==> src/rtl/logic_unit_pipe_if.sv <==
// Handshake and data bundle for logic_unit_pipe: upstream beat channel plus
// downstream result channel. The master drives operands and out_ready, the
// slave (the unit) drives in_ready and the result fields.
interface logic_unit_pipe_if #(
  parameter int WIDTH = 32
);
  localparam int CW = $clog2(WIDTH + 1);

  logic             in_valid;
  logic             in_ready;
  logic [2:0]       in_op;
  logic [WIDTH-1:0] in_a;
  logic [WIDTH-1:0] in_b;
  logic             in_acc;
  logic             in_last;
  logic             out_valid;
  logic             out_ready;
  logic [WIDTH-1:0] out_y;
  logic             out_zero;
  logic             out_parity;
  logic [CW-1:0]    out_ones;

  modport master (
    output in_valid, in_op, in_a, in_b, in_acc, in_last, out_ready,
    input  in_ready, out_valid, out_y, out_zero, out_parity, out_ones
  );

  modport slave (
    input  in_valid, in_op, in_a, in_b, in_acc, in_last, out_ready,
    output in_ready, out_valid, out_y, out_zero, out_parity, out_ones
  );
endinterface

==> src/rtl/logic_unit_pipe.sv <==
// Two-stage bitwise logic unit. Stage 1 holds the selected logic result (or
// the closing value of an accumulate group); stage 2 is the output register
// with zero/parity/ones-count flags. An accumulate group folds operand A into
// a private register beat by beat and emits only on its last beat.
module logic_unit_pipe #(
  parameter int WIDTH = 32
) (
  input  logic                 clk,
  input  logic                 rst_n,
  logic_unit_pipe_if.slave     bus
);
  localparam int CW = $clog2(WIDTH + 1);

  function automatic logic [WIDTH-1:0] logic_op(input logic [2:0] op,
                                                input logic [WIDTH-1:0] x,
                                                input logic [WIDTH-1:0] y);
    logic [WIDTH-1:0] r;
    case (op)
      3'b000:  r = x & y;
      3'b001:  r = x | y;
      3'b010:  r = x ^ y;
      3'b011:  r = ~(x | y);
      3'b100:  r = ~x;
      3'b101:  r = ~(x & y);
      3'b110:  r = ~(x ^ y);
      default: r = x & ~y;
    endcase
    return r;
  endfunction

  function automatic logic [CW-1:0] ones_count(input logic [WIDTH-1:0] v);
    logic [CW-1:0] c;
    c = '0;
    for (int i = 0; i < WIDTH; i++) c = c + CW'(v[i]);
    return c;
  endfunction

  logic             adv1, adv2, accept, emit;
  logic [WIDTH-1:0] base, s1_next;
  logic [WIDTH-1:0] acc_q;
  logic             acc_open;
  logic             vld_p1, vld_p2;
  logic [WIDTH-1:0] y_p1, y_p2;
  logic             zero_p2, parity_p2;
  logic [CW-1:0]    ones_p2;

  // Stall chain and next stage-1 value; in_ready follows out_ready with no skid
  always_comb begin
    adv2    = ~vld_p2 | bus.out_ready;
    adv1    = ~vld_p1 | adv2;
    accept  = bus.in_valid & adv1;
    base    = acc_open ? logic_op(bus.in_op, acc_q, bus.in_a) : bus.in_a;
    s1_next = bus.in_acc ? base : logic_op(bus.in_op, bus.in_a, bus.in_b);
    emit    = accept & (~bus.in_acc | bus.in_last);
  end

  // Accumulate group state; normal beats leave it untouched
  always_ff @(posedge clk or negedge rst_n) begin
    if (!rst_n) begin
      acc_q    <= '0;
      acc_open <= 1'b0;
    end else if (accept && bus.in_acc) begin
      if (bus.in_last) begin
        acc_open <= 1'b0;
      end else begin
        acc_q    <= base;
        acc_open <= 1'b1;
      end
    end
  end

  // ---- stage 1: selected logic result ----
  always_ff @(posedge clk or negedge rst_n) begin
    if (!rst_n) vld_p1 <= 1'b0;
    else if (adv1) vld_p1 <= emit;
  end

  // Stage-1 data only moves when a result is emitted
  always_ff @(posedge clk) begin
    if (emit) y_p1 <= s1_next;
  end

  // ---- stage 2: output register with flags ----
  always_ff @(posedge clk or negedge rst_n) begin
    if (!rst_n) begin
      vld_p2    <= 1'b0;
      y_p2      <= '0;
      zero_p2   <= 1'b1;
      parity_p2 <= 1'b0;
      ones_p2   <= '0;
    end else if (adv2) begin
      vld_p2 <= vld_p1;
      if (vld_p1) begin
        y_p2      <= y_p1;
        zero_p2   <= (y_p1 == '0);
        parity_p2 <= ^y_p1;
        ones_p2   <= ones_count(y_p1);
      end
    end
  end

  assign bus.in_ready   = adv1;
  assign bus.out_valid  = vld_p2;
  assign bus.out_y      = y_p2;
  assign bus.out_zero   = zero_p2;
  assign bus.out_parity = parity_p2;
  assign bus.out_ones   = ones_p2;
endmodule

==> src/flat_wrapper.sv <==
// flat-port wrapper written by rule: the top's interface ports become plain ports
module logic_unit_pipe_flat 
#(
  parameter int WIDTH = 32
)
  (clk, rst_n, bus_in_valid, bus_in_op, bus_in_a, bus_in_b, bus_in_acc, bus_in_last, bus_out_ready, bus_in_ready, bus_out_valid, bus_out_y, bus_out_zero, bus_out_parity, bus_out_ones);
  logic_unit_pipe_if #(.WIDTH(WIDTH)) bus_i ();
  input  logic clk;
  input  logic rst_n;
  input wire logic [$bits(bus_i.in_valid)-1:0] bus_in_valid;
  input wire logic [$bits(bus_i.in_op)-1:0] bus_in_op;
  input wire logic [$bits(bus_i.in_a)-1:0] bus_in_a;
  input wire logic [$bits(bus_i.in_b)-1:0] bus_in_b;
  input wire logic [$bits(bus_i.in_acc)-1:0] bus_in_acc;
  input wire logic [$bits(bus_i.in_last)-1:0] bus_in_last;
  input wire logic [$bits(bus_i.out_ready)-1:0] bus_out_ready;
  output wire logic [$bits(bus_i.in_ready)-1:0] bus_in_ready;
  output wire logic [$bits(bus_i.out_valid)-1:0] bus_out_valid;
  output wire logic [$bits(bus_i.out_y)-1:0] bus_out_y;
  output wire logic [$bits(bus_i.out_zero)-1:0] bus_out_zero;
  output wire logic [$bits(bus_i.out_parity)-1:0] bus_out_parity;
  output wire logic [$bits(bus_i.out_ones)-1:0] bus_out_ones;
  assign bus_i.in_valid = bus_in_valid;
  assign bus_i.in_op = bus_in_op;
  assign bus_i.in_a = bus_in_a;
  assign bus_i.in_b = bus_in_b;
  assign bus_i.in_acc = bus_in_acc;
  assign bus_i.in_last = bus_in_last;
  assign bus_i.out_ready = bus_out_ready;
  assign bus_in_ready = bus_i.in_ready;
  assign bus_out_valid = bus_i.out_valid;
  assign bus_out_y = bus_i.out_y;
  assign bus_out_zero = bus_i.out_zero;
  assign bus_out_parity = bus_i.out_parity;
  assign bus_out_ones = bus_i.out_ones;
  logic_unit_pipe #(.WIDTH(WIDTH)) u_core (.clk(clk), .rst_n(rst_n), .bus(bus_i));
endmodule
==> config.mk <==
export PLATFORM = sky130hd
export DESIGN_NAME = logic_unit_pipe_flat
export DESIGN_NICKNAME = d
export VERILOG_FILES = /design/src/rtl/logic_unit_pipe_if.sv /design/src/rtl/logic_unit_pipe.sv /design/src/flat_wrapper.sv
export SDC_FILE = /design/constraint.sdc
export NUM_CORES = 1
export LEC_CHECK = 0
export ABC_AREA = 1
export CORE_ASPECT_RATIO = 1.2
export CORE_MARGIN = 8
export CORE_UTILIZATION = 55
export DETAILED_ROUTE_END_ITERATION = 7
export PLACE_DENSITY = 0.83
export SETUP_SLACK_MARGIN = 0.15
export SLEW_MARGIN = 10
export SYNTH_ARGS = -nofsm -noshare
export SYNTH_HDL_FRONTEND = slang
export SYNTH_SLANG_ARGS = --single-unit
==> constraint.sdc <==
create_clock -name clk -period 11.4 [get_ports clk]
set_input_delay 2.28 -clock clk [delete_from_list [all_inputs] [get_ports clk]]
set_output_delay 2.28 -clock clk [all_outputs]
set_load 0.005 [all_outputs]
==> results.json <==
{
  "number_of_library_cell_types_mapped_by_synthesis": 33,
  "final_layout_size_suffix_gt1_share_pct": 2.54,
  "synthesis.nets": 2273,
  "ant_nets": 0,
  "cts-resized-gates": 0,
  "netSwitchingPower_uw": 958,
  "fin_nets": 2313,
  "number_of_cell_instances_on_the_worst_register_to_register_path": 14,
  "die_outline_width_um": 156,
  "fillerInstances": 2096,
  "failed_checks": "DRC",
  "numClockSinks": 107,
  "crit_required_ns": 11.53,
  "power.density_cell_area_nw_per_um2": 149,
  "crit_start": "bus_in_op[1]",
  "yosys_warnings": 0,
  "antennaDiodeCount": 0,
  "power_leakage_uw": 0.00779,
  "reg2reg_setup_slack_ns": 6.03,
  "finalCritPeriodShare_pct": 52.6,
  "number_of_global_route_vias_before_repair": 12318,
  "post_synth_instance_area_um2": 12900,
  "routed-via-count": 12757,
  "setup_tns_ns": 0,
  "postSynthAreaPerCell_um2": 6.58,
  "post_cts_hold_buffer_count": 0,
  "multi_input_area_um2": 8600,
  "internal_power_uw": 1190,
  "storage_element_area_um2": 2840,
  "grt_antenna_before_repair": 0,
  "critical_path.reg2reg.startpoint": "u_core.y_p1[1]$_DFFE_PP_",
  "report.final.slew_viol_count": 0,
  "die_y_um": 184,
  "hpwl_mm": 24.4,
  "power_frac_seq_pct": 26.4,
  "via_density": 5.50,
  "critical_path_endpoint_category": "register",
  "postRouteWirelength_mm": 37.0,
  "buffer_ports.inserted": 114,
  "global_route.overflow_total": 0,
  "hp-class": "reg2reg",
  "report.final.hold_viol_count": 0,
  "critPathLaunchType": "input pin",
  "ioPinCount": 115,
  "cts_max_path_buffers": 2,
  "post_drt_wl_per_cell_um": 16.0,
  "crit_path_frequent_cell": "nand2_1",
  "clk_pin_slew_worst_paths_ns": 0.08,
  "floorplan.core_area_um2": 23100,
  "comb_power_share_pct": 57.9,
  "cp_slowest_stage_delay_ns": 0.76,
  "postSynthRegisterBits": 107,
  "worst_path_max_delay_cell": "nor2_2",
  "setup_viol": 0,
  "clock_skew_ns": 0.0163,
  "numCtsBuffers": 9,
  "dieArea_um2": 28600,
  "area_growth_pct": 11.8,
  "std_cell_rows": 61,
  "crit_arrival_ns": 6.12,
  "grt_use_total_pct": 25.8,
  "syn_inst": 1960,
  "max_clock_freq_mhz": 167,
  "detail_route.iter0.violations": 1311,
  "finalPower_uw": 2140,
  "worst_slew_pin_slew_ns": 1.22,
  "clock_latency_on_the_worst_skew_pair_ns": 0.38,
  "grt_pass1_wl_mm": 59.5,
  "regToRegEndpoint": "u_core.bus.out_ones[4]$_DFFE_PN0P_",
  "seq_area_frac_synth_pct": 22.0,
  "rsz0062_at_grt": "false",
  "crit_path_max_fanout": 56,
  "timing.max_cap.violations": 0,
  "cts_max_level": 3,
  "outcome": "finished with violations",
  "power.share.clock_pct": 15.7,
  "initial_core_util_pct": 55.8,
  "crit_path_cell_trace": "clkdlybuf4s50_1 -> buf_4 -> nand2_1 -> buf_4 -> nor2_2 -> clkinv_2 -> buf_4 -> nor2_1 -> nor2_1 -> nand2_1 -> nand2_1 -> nand2_1 -> nand2_1",
  "route.detailed.drc": 1,
  "pin_count_of_the_biggest_net_entering_global_routing": 80,
  "crit_path_capture": "u_core.y_p1[12]$_DFFE_PP_",
  "crit_type": "in2reg",
  "cts_tree": "yes",
  "ir_worst_vdd_v": 0.000175,
  "clockRootBuffer": "clkbuf_16",
  "fin_crit_ns": 5.99,
  "drt_pass1_iterations": 8,
  "p_sw_share_pct": 44.7,
  "postCtsSetupRepairBufs": 0,
  "gp_congestion": 0.885,
  "timing.slew.headroom_pct": 18.4
}
[Yosys cell counts]
library cell    n  share of area [%]
edfxtp_1       32                7.4
buf_2          38                1.5
a21oi_1        40                1.6
nor2_4          1              0.087
nor2_2          1              0.049
o211ai_1       11               0.64
fa_1           24                3.7
nor4_1          1              0.049
inv_2           6               0.17
o21ai_0       135                5.2
nand2_1       542                 16
o21ai_1        41                1.6
ha_1          216                 21
clkbuf_1       53                1.5
xnor2_1         7               0.48
nor2_1        283                8.2
nand3_2         1              0.078
nor3_2          2               0.16
xor2_1          6               0.41
nand4_1        39                1.9
o31ai_1         1              0.058
dfstp_2         1               0.20
buf_4           5               0.29
nand3b_1       15               0.87
o22ai_1        17               0.82
a22oi_1        16               0.93
nand3_1        65                2.5
inv_1         277                8.1
nand2_2         1              0.049
dfrtp_1        74                 14
nor3_1          5               0.19
buf_1           3              0.087
a21o_1          1              0.058
[power groups by stage]
stage / Combinational [uW] / Clock, uW / Sequential [uW]
2_1_floorplan: 871 / 0 / 557
3_3_place_gp: 1180 / 0 / 568
3_5_place_dp: 1230 / 0 / 571
4_1_cts: 1240 / 337 / 564
5_1_grt: 1430 / 352 / 576
6_report: 1240 / 337 / 566
[worst min-delay path by stage]
stage               cells after the start                             from                               to  slack, ns
floorplan                               2  u_core.bus.out_zero$_DFFE_PN1P_  u_core.bus.out_zero$_DFFE_PN1P_       0.46
global placement                        2  u_core.bus.out_zero$_DFFE_PN1P_  u_core.bus.out_zero$_DFFE_PN1P_       0.46
detailed placement                      2  u_core.bus.out_y[5]$_DFFE_PN0P_  u_core.bus.out_y[5]$_DFFE_PN0P_       0.47
CTS                                     2  u_core.bus.out_zero$_DFFE_PN1P_  u_core.bus.out_zero$_DFFE_PN1P_       0.49
global route                            2  u_core.bus.out_zero$_DFFE_PN1P_  u_core.bus.out_zero$_DFFE_PN1P_       0.50
finish                                  2  u_core.bus.out_y[5]$_DFFE_PN0P_  u_core.bus.out_y[5]$_DFFE_PN0P_       0.48
[registers in the layout, indices dropped and copies added, names as in the netlist]
register / cells
u_core.acc_q: 32
u_core.bus.out_y: 32
u_core.y_p1: 32
u_core.bus.out_ones: 6
u_core.acc_open: 1
u_core.bus.out_parity: 1
u_core.bus.out_valid: 1
u_core.bus.out_zero: 1
u_core.vld_p1: 1
[final cells by class]
class	instances	area share [%]
repair buffers	128	8.55
multi-input cells	1471	59.6
clock inverters	7	0.529
inverters	283	7.37
flip-flops and latches	107	19.7
clock buffers	9	1.56
well taps	315	2.73
[layout by cell type, fill, tap and decap left out, types with 6 or more instances in the layout]
master	n
o211ai_1	11
dfrtp_1	74
nand4_1	39
ha_1	216
o21ai_1	41
clkbuf_16	9
clkdlybuf4s50_1	111
buf_4	15
nor2_1	281
nand3_1	64
edfxtp_1	32
xor2_1	6
xnor2_1	7
o21ai_0	135
nand3b_1	15
inv_1	277
o22ai_1	17
a21oi_1	40
a22oi_1	16
fa_1	24
nand2_1	540
[routing by layer]
layer	vias to the layer above	part of all wire (%)	track usage [%]
li1	6227	-	-
met3	92	9.4	3.74
met2	592	48	44.4
met1	5846	40	31.2
met5	-	0	0
met4	0	3.3	11.7
[per-stage QoR]
step           worst slack [ns]  instance area (um2)  hold slack [ns]  util [%]  std cells
3_3_place_gp               5.25                14100            0.463      61.1       2304
4_1_cts                    5.54                14400            0.489      62.4       2320
2_1_floorplan              6.57                12900            0.457         -       1960
6_report                   5.41                14400            0.484      62.4       2320
5_1_grt                    5.22                14400            0.498      62.4       2320
3_5_place_dp               5.17                14100            0.472      61.1       2304
[kinds of logic after synthesis]
logic type | share of synthesized area (%)
flops | 22.0
simple gates | 29.9
buf+inv | 11.6
fa+ha+maj | 24.7
xor+xnor | 0.882
compound gates | 10.9
[critical path: cells and delay by family]
family,cells,cell delay [ns]
buffers and inverters,5,2.38
AND/OR/NAND/NOR,8,1.40
No activity file was read; power rests on OpenSTA's default activity.
